$ cat src/rtl/rle_pkg.sv
// Shared run-length encoder definitions: count width defaults and the
// encoder state encoding, shared with the decode FIFO.
package rle_pkg;

  localparam int unsigned DEF_CNT_W   = 4;
  localparam int unsigned DEF_MAX_RUN = 15;

  typedef enum logic [1:0] {
    IDLE  = 2'd0,
    RUN   = 2'd1,
    FLUSH = 2'd2
  } state_t;

endpackage

$ cat src/rtl/REG.sv
// Enable register primitive with synchronous active-high clear.
module REG #(
  parameter int unsigned W = 1
) (
  input  logic         CLK,
  input  logic         RST,
  input  logic         EN,
  input  logic [W-1:0] D,
  output logic [W-1:0] Q
);

  always_ff @(posedge CLK) begin
    if (RST)     Q <= '0;
    else if (EN) Q <= D;
  end

endmodule

$ cat src/rtl/rle_encode.sv
// Run-length encoder: collapses runs of identical bytes into (data, count)
// pairs of 1..MAX_RUN and hands them to the decode FIFOs over valid/ready.
module rle_encode
  import rle_pkg::*;
#(
  parameter int unsigned CNT_W   = DEF_CNT_W,
  parameter int unsigned MAX_RUN = DEF_MAX_RUN
) (
  input  logic             CLK,
  input  logic             RST,
  input  logic             in_valid,
  input  logic [7:0]       in_data,
  input  logic             in_last,
  output logic             in_ready,
  output logic             out_valid,
  output logic [7:0]       out_data,
  output logic [CNT_W-1:0] out_cnt,
  input  logic             out_ready
);

  localparam logic [CNT_W-1:0] MAX_CNT = CNT_W'(MAX_RUN);
  localparam logic [CNT_W-1:0] ONE_CNT = CNT_W'(1);
  localparam int unsigned      OUT_W   = 8 + CNT_W + 1;

  logic [7:0]       run_data_q, run_data_d;
  logic [CNT_W-1:0] run_cnt_q,  run_cnt_d;
  logic [1:0]       state_raw;
  state_t           state_q, state_d;
  logic [OUT_W-1:0] out_q, out_d;
  logic             out_en;
  logic             slot_free, acc, load;

  assign state_q = state_t'(state_raw);
  assign {out_data, out_cnt, out_valid} = out_q;

  assign slot_free = !out_valid | out_ready;
  assign in_ready  = (state_q != FLUSH) & slot_free;
  assign acc       = in_valid & in_ready;

  always_comb begin
    run_data_d = run_data_q;
    run_cnt_d  = run_cnt_q;
    state_d    = state_q;
    load       = 1'b0;
    unique case (state_q)
      RUN: begin
        if (acc) begin
          if (in_data == run_data_q && run_cnt_q < MAX_CNT) begin
            run_cnt_d = run_cnt_q + ONE_CNT;
          end else begin
            load       = 1'b1;
            run_data_d = in_data;
            run_cnt_d  = ONE_CNT;
          end
          state_d = in_last ? FLUSH : RUN;
        end
      end
      FLUSH: begin
        if (slot_free) begin
          load    = 1'b1;
          state_d = IDLE;
        end
      end
      default: begin
        // The illegal encoding behaves as IDLE so an accepted byte is never lost.
        state_d = IDLE;
        if (acc) begin
          run_data_d = in_data;
          run_cnt_d  = ONE_CNT;
          state_d    = in_last ? FLUSH : RUN;
        end
      end
    endcase
  end

  // A load in the same cycle as a transfer replaces the departing pair.
  always_comb begin
    out_en = load | (out_valid & out_ready);
    out_d  = load ? {run_data_q, run_cnt_q, 1'b1} : {out_data, out_cnt, 1'b0};
  end

  REG #(.W(8)) REG_RUN_DATA (
    .CLK(CLK), .RST(RST), .EN(1'b1), .D(run_data_d), .Q(run_data_q)
  );

  REG #(.W(CNT_W)) REG_RUN_CNT (
    .CLK(CLK), .RST(RST), .EN(1'b1), .D(run_cnt_d), .Q(run_cnt_q)
  );

  REG #(.W(2)) REG_STATE (
    .CLK(CLK), .RST(RST), .EN(1'b1), .D(state_d), .Q(state_raw)
  );

  REG #(.W(OUT_W)) REG_OUT (
    .CLK(CLK), .RST(RST), .EN(out_en), .D(out_d), .Q(out_q)
  );

endmodule
$ cat config.mk
export PLATFORM = sky130hd
export DESIGN_NAME = rle_encode
export DESIGN_NICKNAME = d
export VERILOG_FILES = /design/src/rtl/rle_pkg.sv /design/src/rtl/REG.sv /design/src/rtl/rle_encode.sv
export SDC_FILE = /design/constraint.sdc
export NUM_CORES = 1
export LEC_CHECK = 0
export ABC_CLOCK_PERIOD_IN_PS = 2450
export BUFFER_PORTS_ARGS = -buffer_cell sky130_fd_sc_hd__buf_4
export CAP_MARGIN = 20
export CORE_MARGIN = 1.5
export CORE_UTILIZATION = 50
export DETAILED_ROUTE_END_ITERATION = 12
export PLACE_DENSITY_LB_ADDON = 0.15
export SYNTH_ARGS = -nofsm -noshare
export SYNTH_HDL_FRONTEND = slang
export SYNTH_SLANG_ARGS = --single-unit
$ cat constraint.sdc
create_clock -name CLK -period 2.45 [get_ports CLK]
set_input_delay 0.49 -clock CLK [delete_from_list [all_inputs] [get_ports CLK]]
set_output_delay 0.49 -clock CLK [all_outputs]
set_load 0.02 [all_outputs]
==> results of run 1 <==
==> registers in the layout, indices dropped and copies added (netlist names) <==
signal,flops
REG_STATE.Q,2
REG_OUT.Q,13
REG_RUN_CNT.Q,4
REG_RUN_DATA.Q,8
==> metal layers <==
metal / global-route usage, % / wire (um) / vias up
li1: - / - / 524
met1: 24.7 / 1230 / 462
met2: 31.0 / 1160 / 21
met3: 2.46 / 102 / 5
met4: 8.75 / 48 / 0
met5: 0 / 0 / -
==> placed cells by master, fill, tap and decap left out <==
cell type,netlist,layout
nand3_1,3,3
clkbuf_4,0,3
nand3_2,1,1
o21a_1,1,1
nor2b_1,2,2
mux2i_1,18,18
nor3_1,2,2
clkbuf_1,5,1
nor4_4,1,1
and3_4,1,1
o21bai_1,1,1
xor2_1,8,8
dfxtp_1,27,27
nand2_1,6,6
nor3b_1,1,1
a21oi_1,7,7
o21ai_0,5,5
buf_4,0,26
and3_1,1,1
a2bb2oi_1,1,1
nand2b_1,30,30
o211ai_1,1,1
nor4_1,1,1
or2b_1,1,1
inv_1,3,3
o21ai_2,1,1
a31oi_1,1,1
nor2_4,1,1
and4_2,1,1
ha_1,3,3
nor2_1,4,4
nor4b_1,1,1
==> power groups by stage <==
stage                     Sequential (mW)  Combinational (mW)  Clock, mW
after floorplan                     0.472              0.0742          0
after global placement              0.472               0.106          0
after detailed placement            0.473               0.109          0
after CTS                           0.463               0.109      0.205
after global routing                0.465               0.119      0.221
final                               0.463               0.108      0.197
==> layout make-up <==
class / instances / area, um2 / area share (%)
sequential: 27 / 541 / 34.5
tap: 30 / 37.5 / 2.39
timing repair buffer: 26 / 195 / 12.5
multi-input combinational: 104 / 757 / 48.3
inverter: 3 / 11.3 / 0.718
clock buffer: 4 / 26.3 / 1.68
==> metrics by stage <==
step,area [um2],utilization [%],hold slack (ns)
2_1_floorplan,1340,-,0.449
3_3_place_gp,1540,61.7,0.457
3_5_place_dp,1540,61.7,0.465
4_1_cts,1570,62.7,0.396
5_1_grt,1570,62.7,0.406
6_report,1570,62.7,0.408
==> tightest hold or removal path, stage by stage <==
cell	delay [ns]
buf_4	0.12
nand2_1	0.05
a21oi_1	0.05
==> path summary, 6_finish.rpt <==
| check | endpoint | slack, ns | depth (start not counted) |
|---|---|---|---|
| worst min-delay path | REG_RUN_DATA.Q[5] | 0.41 | 3 |
| worst max-delay path | REG_OUT.Q[9] | 0.55 | 6 |
| worst min register to register | REG_OUT.Q[1] | 0.49 | 2 |
| worst max register to register | REG_OUT.Q[9] | 0.55 | 6 |
==> cell families after synthesis <==
kind of cell / count (synthesis) / synth area share (%)
multiplexers: 18 / 13.5
buffers and inverters: 9 / 3.08
XOR/XNOR: 8 / 5.23
AND/OR/NAND/NOR: 57 / 27.1
adder cells (fa/ha/maj): 3 / 2.80
AO/OA/AOI/OAI: 18 / 7.94
flip-flops: 27 / 40.4
==> qor.csv, run 1 <==
metric,value,unit
drv_slew,0,
hold_violations,0,
netSwitchingFraction,26.0,%
netlist_instances,140,
cts_sinks,27,
drive_gt1_share,21.3,%
drc_errors,0,
clkTransAtPathRegs,0.15,ns
place.gp.congestion,0.710,
antenna_cells,0,
yosysMostFrequentCell,nand2b_1,
grt_overflow_total,0,
core_area,2500,um2
power.internal,0.569,mW
power.switching,0.199,mW
cp.arrival,2.11,ns
layout_min_cycle_time,1.90,ns
power_frac_comb,14.1,%
die_y,54.7,um
crit_type,flop to flop,
grt_pass1_wl,4020,um
synth-main-ff-cell,dfxtp_1,
worstHoldPathType,input pin to flop,
clk_path_buf_depth,2,
die_area,3000,um2
synthArstFlopShare,0,%
p_leak,0.646,nW
critPathSlowestCell,dfxtp_1,
grt_util_all_layers,19.0,%
cp_max_fo,8,
synth.net_count,156,
htreeDepth,1,
area_growth_syn_to_layout,17.1,%
fillers,226,
crit_start,REG_RUN_CNT.Q[0],
cts_setup_buffers,0,
rsz0062_at_grt,no,
power_density,490,nW/um2
tritoncts,built,
synth_warnings,0,
start_util,53.6,%
grt_max_degree,41,
clock.fmax,0.528,GHz
critPathBufInv,0,
worst_slew_pin_slew,0.485,ns
dp_hpwl,1860,um
setup_ws,0.554,ns
worst_hold_startpoint,in_data[5],
timing.rr.start,REG_RUN_CNT.Q[0],
seqPwrFrac,60.3,%
via_per_inst,5.22,
fin_crit_sh,77.4,%
dr.pass1.iters,4,
netlist_area,1340,um2
die_x,54.7,um
cts_hold_buf,0,
setup_tns,0,ns
avgSynthCellArea,9.56,um2
antenna_found_initial,0,
rows,18,
cts_buffers,3,
postRouteWirelength,2540,um
drt-initial-drc-count,14,
insertion_delay,0.33,ns
setup_viol,0,
io_buffers,26,
dp.cells,190,
critPathLaunchType,flop,
fin_cells,194,
skew,0.00472,ns
crit_chain,"ha_1, and3_4, nor4_4, nand3_2, o21a_1, mux2i_1",
maxCapViolCount,0,
fin_total_pwr,0.768,mW
final_nets,181,
pre_cts_ws,0.540,ns
grt_pass1_vias,909,
required,2.67,ns
wl_per_cell,13.1,um
clkPwrFrac,25.7,%
vias,1012,
status,"complete, no violations",
synth_area_leader_cell,dfxtp_1,
crit_path_max_incr_delay,0.38,ns
synth_top_area_share,40.4,%
crit_path_end_kind,flop,
cts_resized,0,
max-vdd-ir-drop,0.000347,V
drtAntennaViolNets,0,
clockRootBuffer,clkbuf_4,
synthDistinctLibCells,31,
synth_edf_count,0,
yosys_register_bits,27,
num_io_pins,27,
relSlewSlack,67.6,%
seq_area_frac_synth,40.4,%
synthTopCellsByArea,"dfxtp_1 (40%), nand2b_1 (14%), mux2i_1 (13%)",
critical_path.top_delay_family,simple AND/OR/NAND/NOR gates,
yosys-top-cells-count,"nand2b_1 (30), dfxtp_1 (27), mux2i_1 (18)",
Power figures use the tool's default switching activity.
==> run 2: changes to the inputs <==
Settings changed: ABC_CLOCK_PERIOD_IN_PS 2450 to 1900.
Clock period 2.45 ns to 1.9 ns, I/O delays scaled along.
==> run 2 against run 1 <==
Effect of this change: non-clock buffer count stayed put; critical path depth stayed put; maximum frequency is 4.2% higher; routed wire length is 2.3% lower; highest routed layer unchanged.
==> qor.csv, run 2 (synthesis gave the netlist of run 1 again) <==
metric,value,unit,change
drv_slew,0,,unchanged
start_util,53.6,%,unchanged
die_y,54.7,um,unchanged
grt_util_all_layers,17.5,%,-1.5 points
drt-initial-drc-count,9,,-5
maxCapViolCount,0,,unchanged
status,"complete, no violations",,
crit_type,flop to flop,,
wl_per_cell,12.8,um,-2.3%
multi_input_area,777,um2,+2.6%
core_area,2500,um2,unchanged
clk_path_buf_depth,2,,unchanged
r2r_slack,0.08,ns,-0.47 ns
num_io_pins,27,,unchanged
clock.fmax,0.550,GHz,+4.2%
area_growth_syn_to_layout,18.9,%,
crit_path_end_kind,flop,,
power_density,624,nW/um2,+27%
cp_max_fo,5,,-3
antenna_cells,0,,unchanged
regMostFlops,REG_OUT.Q,,
worstSetupEndpoint,REG_OUT.Q[8],,
fillers,213,,-5.8%
dr.pass1.iters,4,,unchanged
reg2reg_to,REG_OUT.Q[8],,
setup_viol,0,,unchanged
die_x,54.7,um,unchanged
tritoncts,built,,
dp.cells,190,,unchanged
whs,0.287,ns,-0.121 ns
rsz0062_at_grt,yes,,
final_cell_mix,"nand2b_1 (30), dfxtp_1 (27), buf_4 (26)",,
grt_overflow_total,0,,unchanged
grt_pass1_wl,3720,um,-7.5%
drive_gt1_share,23.2,%,+1.8 points
cp.arrival,2.08,ns,-0.03 ns
crit_chain,"ha_1, and3_4, nor4_4, nand3_2, o21ai_4, mux2i_1",,
cts_buffers,3,,unchanged
htreeDepth,1,,unchanged
via_per_inst,5.19,,-0.59%
fin_crit_sh,95.7,%,+18 points
worstHoldPathType,input pin to flop,,
timing.rr.start,REG_RUN_CNT.Q[0],,
top_regs,"REG_OUT.Q (13), REG_RUN_DATA.Q (8), REG_RUN_CNT.Q (4)",,
clkTransAtPathRegs,0.15,ns,about the same
dp_hpwl,1840,um,-1.2%
p_leak,0.649,nW,+0.48%
grt_max_degree,41,,unchanged
final_nets,181,,unchanged
fin_total_pwr,0.994,mW,+29%
layout_min_cycle_time,1.82,ns,-0.0772 ns
layout_commonest_cell,nand2b_1,,
rows,18,,unchanged
critical_path.top_delay_family,simple AND/OR/NAND/NOR gates,,
largest_reg_flops,13,,unchanged
max-vdd-ir-drop,0.000447,V,+29%
gr-max-usage-layer,met2,,
grt_pass1_vias,859,,-5.5%
cts_sinks,27,,unchanged
grtUsageMet3,3.55,%,+1.1 points
worstRegToRegCells,6,,unchanged
seqCellArea,541,um2,unchanged
drtAntennaViolNets,0,,unchanged
io_buffers,26,,unchanged
crit_path_max_incr_delay,0.38,ns,about the same
crit_start,REG_RUN_CNT.Q[0],,
critPathBufInv,0,,unchanged
fin_cells,194,,unchanged
critPathSlowestCell,dfxtp_1,,
critPathLaunchType,flop,,
worst_slew_pin_slew,0.355,ns,-0.131 ns
clockRootBuffer,clkbuf_4,,
vias,1006,,-0.59%
drc_errors,0,,unchanged
required,2.16,ns,-0.51 ns
hold_violations,0,,unchanged
antenna_found_initial,0,,unchanged
met2_usage,29.6,%,-1.4 points
skew,0.0117,ns,+0.00694 ns
met1_usage,21.8,%,-3.0 points
postRouteWirelength,2490,um,-2.3%
place.gp.congestion,0.729,,+2.6%
crit_cells,6,,unchanged
relSlewSlack,76.2,%,+8.5 points
insertion_delay,0.33,ns,about the same
die_area,3000,um2,unchanged
==> run 2: cell type report <==
type	instances	share of cell area, %
multi-input combinational	104	48.8
clock buffer	3	1.42
tap	30	2.36
inverter	3	0.708
timing repair buffer	26	12.3
sequential	27	34.0
clock inverter	1	0.472
==> run 2: stage by stage <==
step / setup TNS (ns) / util, % / instance area, um2 / setup WS [ns]
finish: 0 / 63.7 / 1590 / 0.0817
global placement: 0 / 61.7 / 1540 / 0.115
floorplan: 0 / - / 1340 / 0.250
CTS: 0 / 62.9 / 1570 / 0.0174
detailed placement: 0 / 61.7 / 1540 / 0.0524
global route: -0.0108 / 63.7 / 1590 / -0.0105
==> run 2: power breakdown <==
part / internal [mW] / leakage (nW) / switching, mW
registers: 0.584 / 0.220 / 0.0128
logic: 0.0684 / 0.415 / 0.0752
clock network: 0.0806 / 0.0139 / 0.173
==> run 2: worst min path at each step <==
stage	start	end	slack, ns	depth (start not counted)
after global placement	REG_OUT.Q[10]	REG_OUT.Q[10]	0.46	2
final	in_data[5]	REG_RUN_DATA.Q[5]	0.29	3
after detailed placement	REG_OUT.Q[4]	REG_OUT.Q[4]	0.47	2
after floorplan	REG_STATE.Q[1]	REG_STATE.Q[1]	0.45	2
after global routing	in_data[5]	REG_RUN_DATA.Q[5]	0.27	3
after CTS	in_data[5]	REG_RUN_DATA.Q[5]	0.28	3
==> run 2: timing repair <==
| item | 4_1_cts | 5_1_grt |
|---|---|---|
| hold endpoints to repair | 0 | 0 |
| setup endpoints to repair | 0 | 12 |
| resized for setup | 0 | 4 |
| hold buffers | 0 | 0 |
| setup buffers | 0 | 0 |
==> run 2: routing by layer <==
| layer | vias up | part of all wire, % |
|---|---|---|
| li1 | 523 | - |
| met1 | 456 | 46 |
| met5 | - | 0 |
| met3 | 4 | 4.4 |
| met2 | 23 | 49 |
| met4 | 0 | 1.0 |
==> run 2: worst min-delay path: cells and delay by family <==
| family | cells | cell delay [ns] |
|---|---|---|
| buffers and inverters | 1 | 0.12 |
| AOI/OAI and AO/OA | 1 | 0.05 |
| and+or+nand+nor | 1 | 0.05 |
==> run 3: changes to the inputs <==
Settings changed: ABC_AREA from default to 1, ABC_CLOCK_PERIOD_IN_PS 1900 to 1700.
Clock period 1.9 ns to 1.7 ns, I/O delays scaled along.
==> run 3 against run 2 <==
Effect of this change: count of clock-buffer cells in the layout stayed put; sequential power is 16% higher; largest power group unchanged; sequential share of layout area down 3.1 points; core utilization decreased by 0.73 points; first-iteration DRC count rose to 8.8 times the previous value; via count rose by 33%; worst setup slack improved by 0.025 ns; synthesized cell count rose by 46%; combinational power rose by 110%.
==> qor.csv, run 3 <==
metric,value,unit,change
status,"complete, no violations",,
wl_per_cell,11.3,um,-12%
vias,1337,,+33%
synthArstFlopShare,0,%,unchanged
cp.arrival,1.25,ns,-0.83 ns
required,1.36,ns,-0.80 ns
worst_slew_pin_slew,0.381,ns,+0.0261 ns
netlist_area,1480,um2,+10%
top_regs,"REG_OUT.Q (13), REG_RUN_DATA.Q (8), REG_RUN_CNT.Q (4)",,
synth-main-ff-cell,dfxtp_1,,
whs,0.190,ns,-0.0970 ns
tritoncts,built,,
cp_max_fo,4,,-1
die_x,57.3,um,+4.7%
yosysMostFrequentCell,nand2_1,,
power_frac_comb,23.8,%,+9.3 points
fin_cells,262,,+35%
drv_slew,0,,unchanged
drt-initial-drc-count,79,,+70
grt_util_all_layers,19.3,%,+1.8 points
area_growth_syn_to_layout,18.6,%,
netSwitchingFraction,32.2,%,+5.9 points
synth.net_count,221,,+42%
io_buffers,26,,unchanged
crit_chain,"inv_1, ha_1, nor2_1, buf_4",,
clkPwrFrac,23.1,%,-2.4 points
hold_violations,0,,unchanged
p_leak,0.779,nW,+20%
power.switching,0.418,mW,+60%
final_cell_mix,"nand2_1 (40), buf_4 (29), dfxtp_1 (27)",,
rows,19,,+1
relSlewSlack,74.6,%,-1.6 points
crit_type,flop to output port,,
cts_setup_buffers,0,,unchanged
drc_errors,0,,unchanged
clk_path_buf_depth,2,,unchanged
regMostFlops,REG_OUT.Q,,
clock.fmax,0.628,GHz,
synth_top_area_share,36.6,%,-3.8 points
place.gp.congestion,0.875,,+20%
antenna_found_initial,0,,unchanged
setup_tns,0,ns,unchanged
skew,0.00797,ns,-0.00368 ns
cts_sinks,27,,unchanged
seqPwrFrac,53.1,%,-6.9 points
num_io_pins,27,,unchanged
core_area,2780,um2,+11%
power_density,742,nW/um2,+19%
cts_buffers,3,,unchanged
grt_pass1_wl,5170,um,+39%
placed_cell_area,1690,um2,+9.8%
power.internal,0.881,mW,+20%
design_area,1750,um2,+10%
synth_warnings,0,,unchanged
cts_resized,0,,unchanged
synth_area_leader_cell,dfxtp_1,,
seq_area_frac_synth,36.6,%,-3.8 points
layout_min_cycle_time,1.59,ns,
grt_overflow_total,0,,unchanged
critPathLaunchType,flop,,
worstHoldPathType,input pin to flop,,
via_per_inst,5.10,,-1.6%
max-vdd-ir-drop,0.000605,V,+35%
netlist_instances,205,,+46%
maxCapViolCount,0,,unchanged
synth_edf_count,0,,unchanged
yosys-top-cells-count,"nand2_1 (40), dfxtp_1 (27), nor2_1 (25)",,
dp_hpwl,2240,um,+22%
setup_viol,0,,unchanged
synthTopCellsByArea,"dfxtp_1 (37%), nand2_1 (10%), a21oi_1 (7.1%)",,
insertion_delay,0.34,ns,about the same
rsz0062_at_grt,yes,,
fin_total_pwr,1.30,mW,+31%
fillers,268,,+26%
dp.cells,258,,+36%
multi_input_area,774,um2,-0.32%
dr.pass1.iters,4,,unchanged
crit_path_end_kind,output port,,
cts_hold_buf,0,,unchanged
grt_pass1_vias,1263,,+47%
synthDistinctLibCells,25,,-19%
fin_crit_sh,93.7,%,
final_nets,248,,+37%
htreeDepth,1,,unchanged
avgSynthCellArea,7.20,um2,-25%
start_util,53.1,%,-0.47 points
layout_commonest_cell,nand2_1,,
critPathSlowestCell,dfxtp_1,,
die_area,3290,um2,+9.7%
crit_path_max_incr_delay,0.36,ns,-0.02 ns
grt_max_degree,26,,-37%
seqCellArea,541,um2,unchanged
antenna_cells,0,,unchanged
die_y,57.3,um,+4.7%
postRouteWirelength,2960,um,+19%
clkTransAtPathRegs,0.15,ns,about the same
drive_gt1_share,26.8,%,+3.7 points
largest_reg_flops,13,,unchanged
clockRootBuffer,clkbuf_4,,
yosys_register_bits,27,,unchanged
drtAntennaViolNets,0,,unchanged
run 3: cell count changes in the layout (fill, tap and decap cells not counted), moves of 4 or more:
| cell | before | now |
|---|---|---|
| inv_1 | 3 | 23 |
| inv_2 | 0 | 5 |
| nand2_1 | 6 | 40 |
| nor2_1 | 4 | 24 |
| nand2b_1 | 30 | 0 |
| a21oi_1 | 7 | 20 |
| nand3_2 | 1 | 9 |
| nand3_1 | 3 | 16 |
| o21ai_0 | 5 | 1 |
| xor2_1 | 8 | 0 |
| mux2i_1 | 18 | 0 |
| a21oi_2 | 0 | 4 |
run 3: routing by layer:
metal	vias up	track usage [%]	wire [um]
met4	0	5.98	32
met1	590	26.7	1430
li1	706	-	-
met3	6	2.95	114
met5	-	0	0
met2	35	30.8	1380
run 3: kinds of logic (layout without fill, tap and decap cells):
group | Yosys count | after routing | share of synthesized area (%)
and+or+nand+nor | 105 | 105 | 35.1
buffers and inverters | 38 | 64 | 12.8
AOI/OAI and AO/OA | 29 | 29 | 11.2
DFF | 27 | 27 | 36.6
adders and majority gates | 3 | 3 | 2.54
xor gates and xnor gates | 3 | 3 | 1.78
run 3: area by class of cell:
type,count,area share [%]
multi-input cells,140,44.2
flip-flops and latches,27,30.9
repair buffers,31,14.7
inverters,29,6.22
well taps,31,2.22
clock buffers,3,1.29
clock inverters,1,0.429
run 3: critical path: cells and delay by family (launching register included):
family | cells | cell delay (ns)
flops | 1 | 0.36
simple gates | 1 | 0.12
fa+ha+maj | 1 | 0.24
buf+inv | 2 | 0.20
run 3: power by group through the flow:
| stage | Clock [mW] | Combinational (mW) | Sequential [mW] |
|---|---|---|---|
| final | 0.300 | 0.309 | 0.690 |
| after detailed placement | 0 | 0.301 | 0.704 |
| after global routing | 0.319 | 0.346 | 0.694 |
| after global placement | 0 | 0.290 | 0.702 |
| after CTS | 0.297 | 0.300 | 0.690 |
| after floorplan | 0 | 0.208 | 0.714 |
run 3: per-stage QoR:
step | setup WS (ns) | util [%]
2_1_floorplan | 0.234 | -
3_3_place_gp | 0.144 | 60.9
3_5_place_dp | 0.00561 | 60.9
4_1_cts | 0.000782 | 61.9
5_1_grt | -0.0318 | 62.9
6_report | 0.107 | 62.9
run 3: worst paths after layout:
check        cells after the start  slack, ns           start             end
min reg2reg                      2       0.50  REG_STATE.Q[1]  REG_STATE.Q[1]
min                              2       0.19             RST    REG_OUT.Q[0]
max                              4       0.11  REG_STATE.Q[0]        in_ready
max reg2reg                     10       0.12  REG_STATE.Q[0]    REG_OUT.Q[8]
